<file path="config.mk">
export PLATFORM = sky130hd
export DESIGN_NAME = cv32e40p_rf_ctx_seq
export DESIGN_NICKNAME = d
export VERILOG_FILES = /design/src/rtl/cv32e40p_rf_ctx_pkg.sv /design/src/rtl/cv32e40p_rf_ctx_chk.sv /design/src/rtl/cv32e40p_rf_ctx_seq.sv
export SDC_FILE = /design/constraint.sdc
export NUM_CORES = 1
export LEC_CHECK = 0
export ABC_CLOCK_PERIOD_IN_PS = 5800
export BUFFER_PORTS_ARGS = -buffer_cell sky130_fd_sc_hd__buf_2
export CAP_MARGIN = 10
export CORE_MARGIN = 3
export CORE_UTILIZATION = 46
export DETAILED_ROUTE_END_ITERATION = 10
export PLACE_DENSITY = 0.86
export SETUP_SLACK_MARGIN = 0.1
export SYNTH_ARGS = -nofsm -noshare
export SYNTH_HDL_FRONTEND = slang
export SYNTH_SLANG_ARGS = --single-unit
export TNS_END_PERCENT = 50
</file>
<file path="constraint.sdc">
create_clock -name clk -period 5.8 [get_ports clk]
set_clock_uncertainty 0.05 [all_clocks]
set_input_delay 0.87 -clock clk [delete_from_list [all_inputs] [get_ports clk]]
set_output_delay 0.87 -clock clk [all_outputs]
set_load 0.02 [all_outputs]
</file>
<file path="src/rtl/cv32e40p_rf_ctx_pkg.sv">
// Shared types and checksum helper for the register-file context sequencer.
// The CFI check logic reuses the same rotate-XOR checksum function.
package cv32e40p_rf_ctx_pkg;

  localparam int unsigned CSUM_WIDTH = 32;

  typedef enum logic [2:0] {
    IDLE,
    DRAIN,
    SAVE,
    RESTORE,
    DONE
  } rf_ctx_state_e;

  typedef enum logic {
    DIR_SAVE,
    DIR_RESTORE
  } rf_ctx_dir_e;

  // Rotate left by one, then fold in the new word.
  function automatic logic [CSUM_WIDTH-1:0] csum_update(
    input logic [CSUM_WIDTH-1:0] csum,
    input logic [CSUM_WIDTH-1:0] data
  );
    return {csum[CSUM_WIDTH-2:0], csum[CSUM_WIDTH-1]} ^ data;
  endfunction

endpackage

</file>
<file path="src/rtl/cv32e40p_rf_ctx_chk.sv">
// Running rotate-XOR checksum register with clear and update enables.
// The clear input takes priority over update.
module cv32e40p_rf_ctx_chk
  import cv32e40p_rf_ctx_pkg::*;
(
  input  logic                  clk,
  input  logic                  rst_n,
  input  logic                  clear,
  input  logic                  update,
  input  logic [CSUM_WIDTH-1:0] data,
  output logic [CSUM_WIDTH-1:0] checksum
);

  always_ff @(posedge clk or negedge rst_n) begin
    if (!rst_n) begin
      checksum <= '0;
    end else if (clear) begin
      checksum <= '0;
    end else if (update) begin
      checksum <= csum_update(checksum, data);
    end
  end

endmodule

</file>
<file path="src/rtl/cv32e40p_rf_ctx_seq.sv">
// Saves or restores x1..x31 over valid/ready streams while holding the core off
// the register file, accumulating a checksum of every transferred word.
module cv32e40p_rf_ctx_seq
  import cv32e40p_rf_ctx_pkg::*;
#(
  parameter int ADDR_WIDTH = 5,
  parameter int DATA_WIDTH = 32,
  parameter int FIRST_REG  = 1,
  parameter int LAST_REG   = 31
) (
  input  logic                  clk,
  input  logic                  rst_n,
  input  logic                  save_req_i,
  input  logic                  restore_req_i,
  input  logic                  core_idle_i,
  output logic                  stall_core_o,
  output logic                  busy_o,
  output logic                  done_o,
  output logic [DATA_WIDTH-1:0] checksum_o,
  output logic [ADDR_WIDTH-1:0] rf_raddr_o,
  input  logic [DATA_WIDTH-1:0] rf_rdata_i,
  output logic [ADDR_WIDTH-1:0] rf_waddr_o,
  output logic [DATA_WIDTH-1:0] rf_wdata_o,
  output logic                  rf_we_o,
  output logic                  sv_valid_o,
  input  logic                  sv_ready_i,
  output logic [DATA_WIDTH-1:0] sv_data_o,
  output logic [ADDR_WIDTH-1:0] sv_idx_o,
  input  logic                  rs_valid_i,
  output logic                  rs_ready_o,
  input  logic [DATA_WIDTH-1:0] rs_data_i
);

  if (LAST_REG < FIRST_REG) begin : g_bad_range
    $error("cv32e40p_rf_ctx_seq: LAST_REG must be >= FIRST_REG");
  end
  if (DATA_WIDTH != CSUM_WIDTH) begin : g_bad_width
    $error("cv32e40p_rf_ctx_seq: DATA_WIDTH must match the checksum width");
  end

  localparam logic [ADDR_WIDTH-1:0] FIRST = ADDR_WIDTH'(FIRST_REG);
  localparam logic [ADDR_WIDTH-1:0] LAST  = ADDR_WIDTH'(LAST_REG);

  rf_ctx_state_e         state;
  rf_ctx_dir_e           dir;
  logic [ADDR_WIDTH-1:0] counter;

  logic                  in_save;
  logic                  in_restore;
  logic                  xfer;
  logic                  leave_idle;
  logic [DATA_WIDTH-1:0] xfer_data;

  assign in_save    = (state == SAVE);
  assign in_restore = (state == RESTORE);
  assign xfer       = (in_save & sv_ready_i) | (in_restore & rs_valid_i);
  assign xfer_data  = in_save ? rf_rdata_i : rs_data_i;
  assign leave_idle = (state == IDLE) & (save_req_i | restore_req_i);

  // Requests are only looked at in IDLE; save has priority over restore.
  always_ff @(posedge clk or negedge rst_n) begin
    if (!rst_n) begin
      state   <= IDLE;
      dir     <= DIR_SAVE;
      counter <= FIRST;
    end else begin
      case (state)
        IDLE: begin
          if (save_req_i) begin
            dir     <= DIR_SAVE;
            state   <= DRAIN;
            counter <= FIRST;
          end else if (restore_req_i) begin
            dir     <= DIR_RESTORE;
            state   <= DRAIN;
            counter <= FIRST;
          end
        end
        DRAIN: begin
          if (core_idle_i) begin
            state <= (dir == DIR_SAVE) ? SAVE : RESTORE;
          end
        end
        SAVE, RESTORE: begin
          if (xfer) begin
            if (counter == LAST) begin
              state <= DONE;
            end else begin
              counter <= counter + 1'b1;
            end
          end
        end
        DONE:    state <= IDLE;
        default: state <= IDLE;
      endcase
    end
  end

  cv32e40p_rf_ctx_chk u_chk (
    .clk      (clk),
    .rst_n    (rst_n),
    .clear    (leave_idle),
    .update   (xfer),
    .data     (xfer_data),
    .checksum (checksum_o)
  );

  // Every datapath output is gated by its state so idle outputs read as zero.
  assign busy_o       = (state == DRAIN) | in_save | in_restore;
  assign stall_core_o = busy_o;
  assign done_o       = (state == DONE);

  assign rf_raddr_o   = in_save ? counter : '0;
  assign sv_valid_o   = in_save;
  assign sv_data_o    = in_save ? rf_rdata_i : '0;
  assign sv_idx_o     = in_save ? counter : '0;

  assign rs_ready_o   = in_restore;
  assign rf_we_o      = in_restore & rs_valid_i;
  assign rf_waddr_o   = in_restore ? counter : '0;
  assign rf_wdata_o   = in_restore ? rs_data_i : '0;

endmodule

</file>
==> metrics.yaml <==
yosys:
  synth_cell_type_count: 35
  synth_area_um2: 2930
  synth-compound-area-share_pct: 13.7
  post_synth_xor_area_fraction_pct: 9.57
  synthMuxAreaShare_pct: 11.8
  netlist_top_cells_area: "dfrtp_1, mux2i_1, a22o_1, xnor2_1, and3_1"
  yosys.area.top_type: "dfrtp_1"
  synth_top_area_share_pct: 34.2
  synth-seq-cells: 41
  synth-simple-area-share_pct: 20.9
  seq_area_frac_synth_pct: 35.1
  synth_top_family_by_area: "simple AND/OR/NAND/NOR gates"
  ys_warn_count: 0
  synth_fa_ha_area_share_pct: 0.855
  synth.avg_cell_area_um2: 10.0
  synthCells: 292
  syn_nets: 365
drt:
  viasPerCell: 5.33
  routed-via-count: 2841
  wirelength_um: 8160
  wl_per_cell_um: 15.3
  drtPass1Iterations: 4
  drt_iter0_markers: 111
  final_antenna_net_count: 0
  drc: 0
sta:
  hold_viol: 0
  slew_headroom_pct: 39.3
  max_freq_ghz: 0.320
  maxSlewViolCount: 0
  period_minus_slack_ns: 3.12
  finalSetupViolCount: 0
  fin_crit_sh_pct: 53.9
  tightestPinTransition_ns: 0.910
  tns_ns: 0
  rsz0062_at_grt: "no"
worst_setup_path:
  critPathArrivalTime_ns: 2.20
  worstSetupStartpointType: "register"
  rr_worst_depth: 4
  crit_end: "sv_data_o[16]"
  endpoint_kind: "primary output"
  r2r-start: "state[0]"
  crit_path_start: "state[0]"
  path_max_fanout: 36
  rrSetupSlack_ns: 3.26
  crit_required_ns: 4.88
  reg2reg_to: "u_chk.checksum[22]"
  crit_type: "register to primary output"
die:
  die_h_um: 85.8
  pin_count: 188
  die_area_um2: 7360
  rows: 28
  die_w_um: 85.8
  initial_utilization_pct: 48.6
  design.core.area_um2: 6030
global_routing:
  first_global_vias: 2636
  antenna_found_initial: 0
  grt_pass1_wl_um: 12800
  grt_start_max_net_pins: 47
  overflow: 0
  track_usage_pct: 21.3
clocking:
  ctsResizeCount: 0
  cts_tree: "yes"
  holdBufCountCts: 0
  numClockSinks: 41
  cts_made_buffers: 5
  post_cts_buffers: 0
  clk_path_buf_depth: 2
  clock_latency_ns: 0.28
  cts_max_level: 2
  cts-root-buf: "clkbuf_8"
  clk_pin_slew_ns: 0.07
status:
  status: "complete, no violations"
cells_and_area:
  final_common_cell: "buf_2"
  antenna_cells: 0
  fin_area_um2: 3890
  stdcell_count: 533
  drive_gt1_share_pct: 44.8
  final_cell_mix: "buf_2, dfrtp_1, and3_1"
  nets: 530
  area_delta_synth_final_pct: 32.7
power:
  irDropWorstVdd_mv: 0.492
  p_per_area_nw_per_um2: 605
  cellLeakagePower_nw: 2.25
flow_run:
  cap_viol_max_count: 0
worst_hold_path:
  hp-class: "register to register"
placement:
  dpl_cell_area_um2: 3750
  gp_congestion: 0.774
  dp_cells: 523
  io_buffer_count: 187
  dpl.hpwl_um: 5990
## registers in the layout, summed over array words and instances (netlist names)
signal and cells:
counter 5, state 3, u_chk.checksum 32, dir 1
## worst max-delay path, stage by stage (launching register included)
cell     delay [ns]
dfrtp_1        0.65
buf_16         0.29
nor3b_4        0.20
buf_4          0.41
and2_1         0.19
buf_2          0.16
## power breakdown
group | switching, W | internal (W) | leakage, nW
Combinational | 0.000943 | 0.000672 | 1.68
Sequential | 0.000142 | 0.000406 | 0.526
Clock | 0.0000903 | 0.0000971 | 0.0455
## cell families after synthesis
logic type               after synthesis
AND/OR/NAND/NOR                       99
AO/OA/AOI/OAI                         49
flip-flops                            41
buffers and inverters                 35
multiplexers                          34
XOR/XNOR                              32
adder cells (fa/ha/maj)                2
## final cells by class
cell class                 instances  area (um^2)
clock buffer                       8         90.1
fill                             521         2140
inverter                           2         7.51
multi-input combinational        216         1670
sequential                        41         1030
tap                               75         93.8
timing repair buffer             191          993
## synthesized netlist by cell type (all sizes together)
library cell  number
o31ai              2
a311oi             1
or3                1
and3              39
o41ai              2
dfrtp             40
nor2               9
inv                2
and2              38
or3b               1
mux2               1
mux2i             33
ha                 2
dfstp              1
a32oi              1
nor3b              1
xnor2             32
clkbuf            10
a211oi             1
nor2b              2
a21oi              6
and2b              1
o21ai              1
buf               23
a32o               2
a22o              32
o31a               1
nor3               3
nand2b             2
nand2              2
## worst min path at each step
stage          startpoint          to  slack [ns]  cells past startpoint
2_1_floorplan  counter[3]  counter[3]        0.42                      1
3_3_place_gp          dir         dir        0.45                      2
3_5_place_dp          dir         dir        0.46                      2
4_1_cts               dir         dir        0.49                      2
5_1_grt        counter[3]  counter[3]        0.51                      1
6_report              dir         dir        0.49                      2
## layer usage
| metal | GRT usage [%] | vias to the layer above | part of all wire (%) |
|---|---|---|---|
| met3 | 4.32 | 13 | 8.0 |
| met2 | 38.0 | 127 | 51 |
| met1 | 26.1 | 1340 | 40 |
| li1 | - | 1361 | - |
| met5 | 0 | - | 0 |
| met4 | 5.76 | 0 | 1.2 |
## through the flow
stage | total power [W] | hold slack, ns | util (%) | worst slack, ns
global route | 0.00252 | 0.511 | 64.5 | 2.49
global placement | 0.00208 | 0.455 | 62.3 | 2.97
detailed placement | 0.00213 | 0.465 | 62.3 | 2.85
floorplan | 0.00179 | 0.423 | - | 3.24
finish | 0.00235 | 0.486 | 64.5 | 2.68
CTS | 0.00233 | 0.486 | 63.8 | 2.53
No activity file was read; power rests on OpenSTA's default activity.
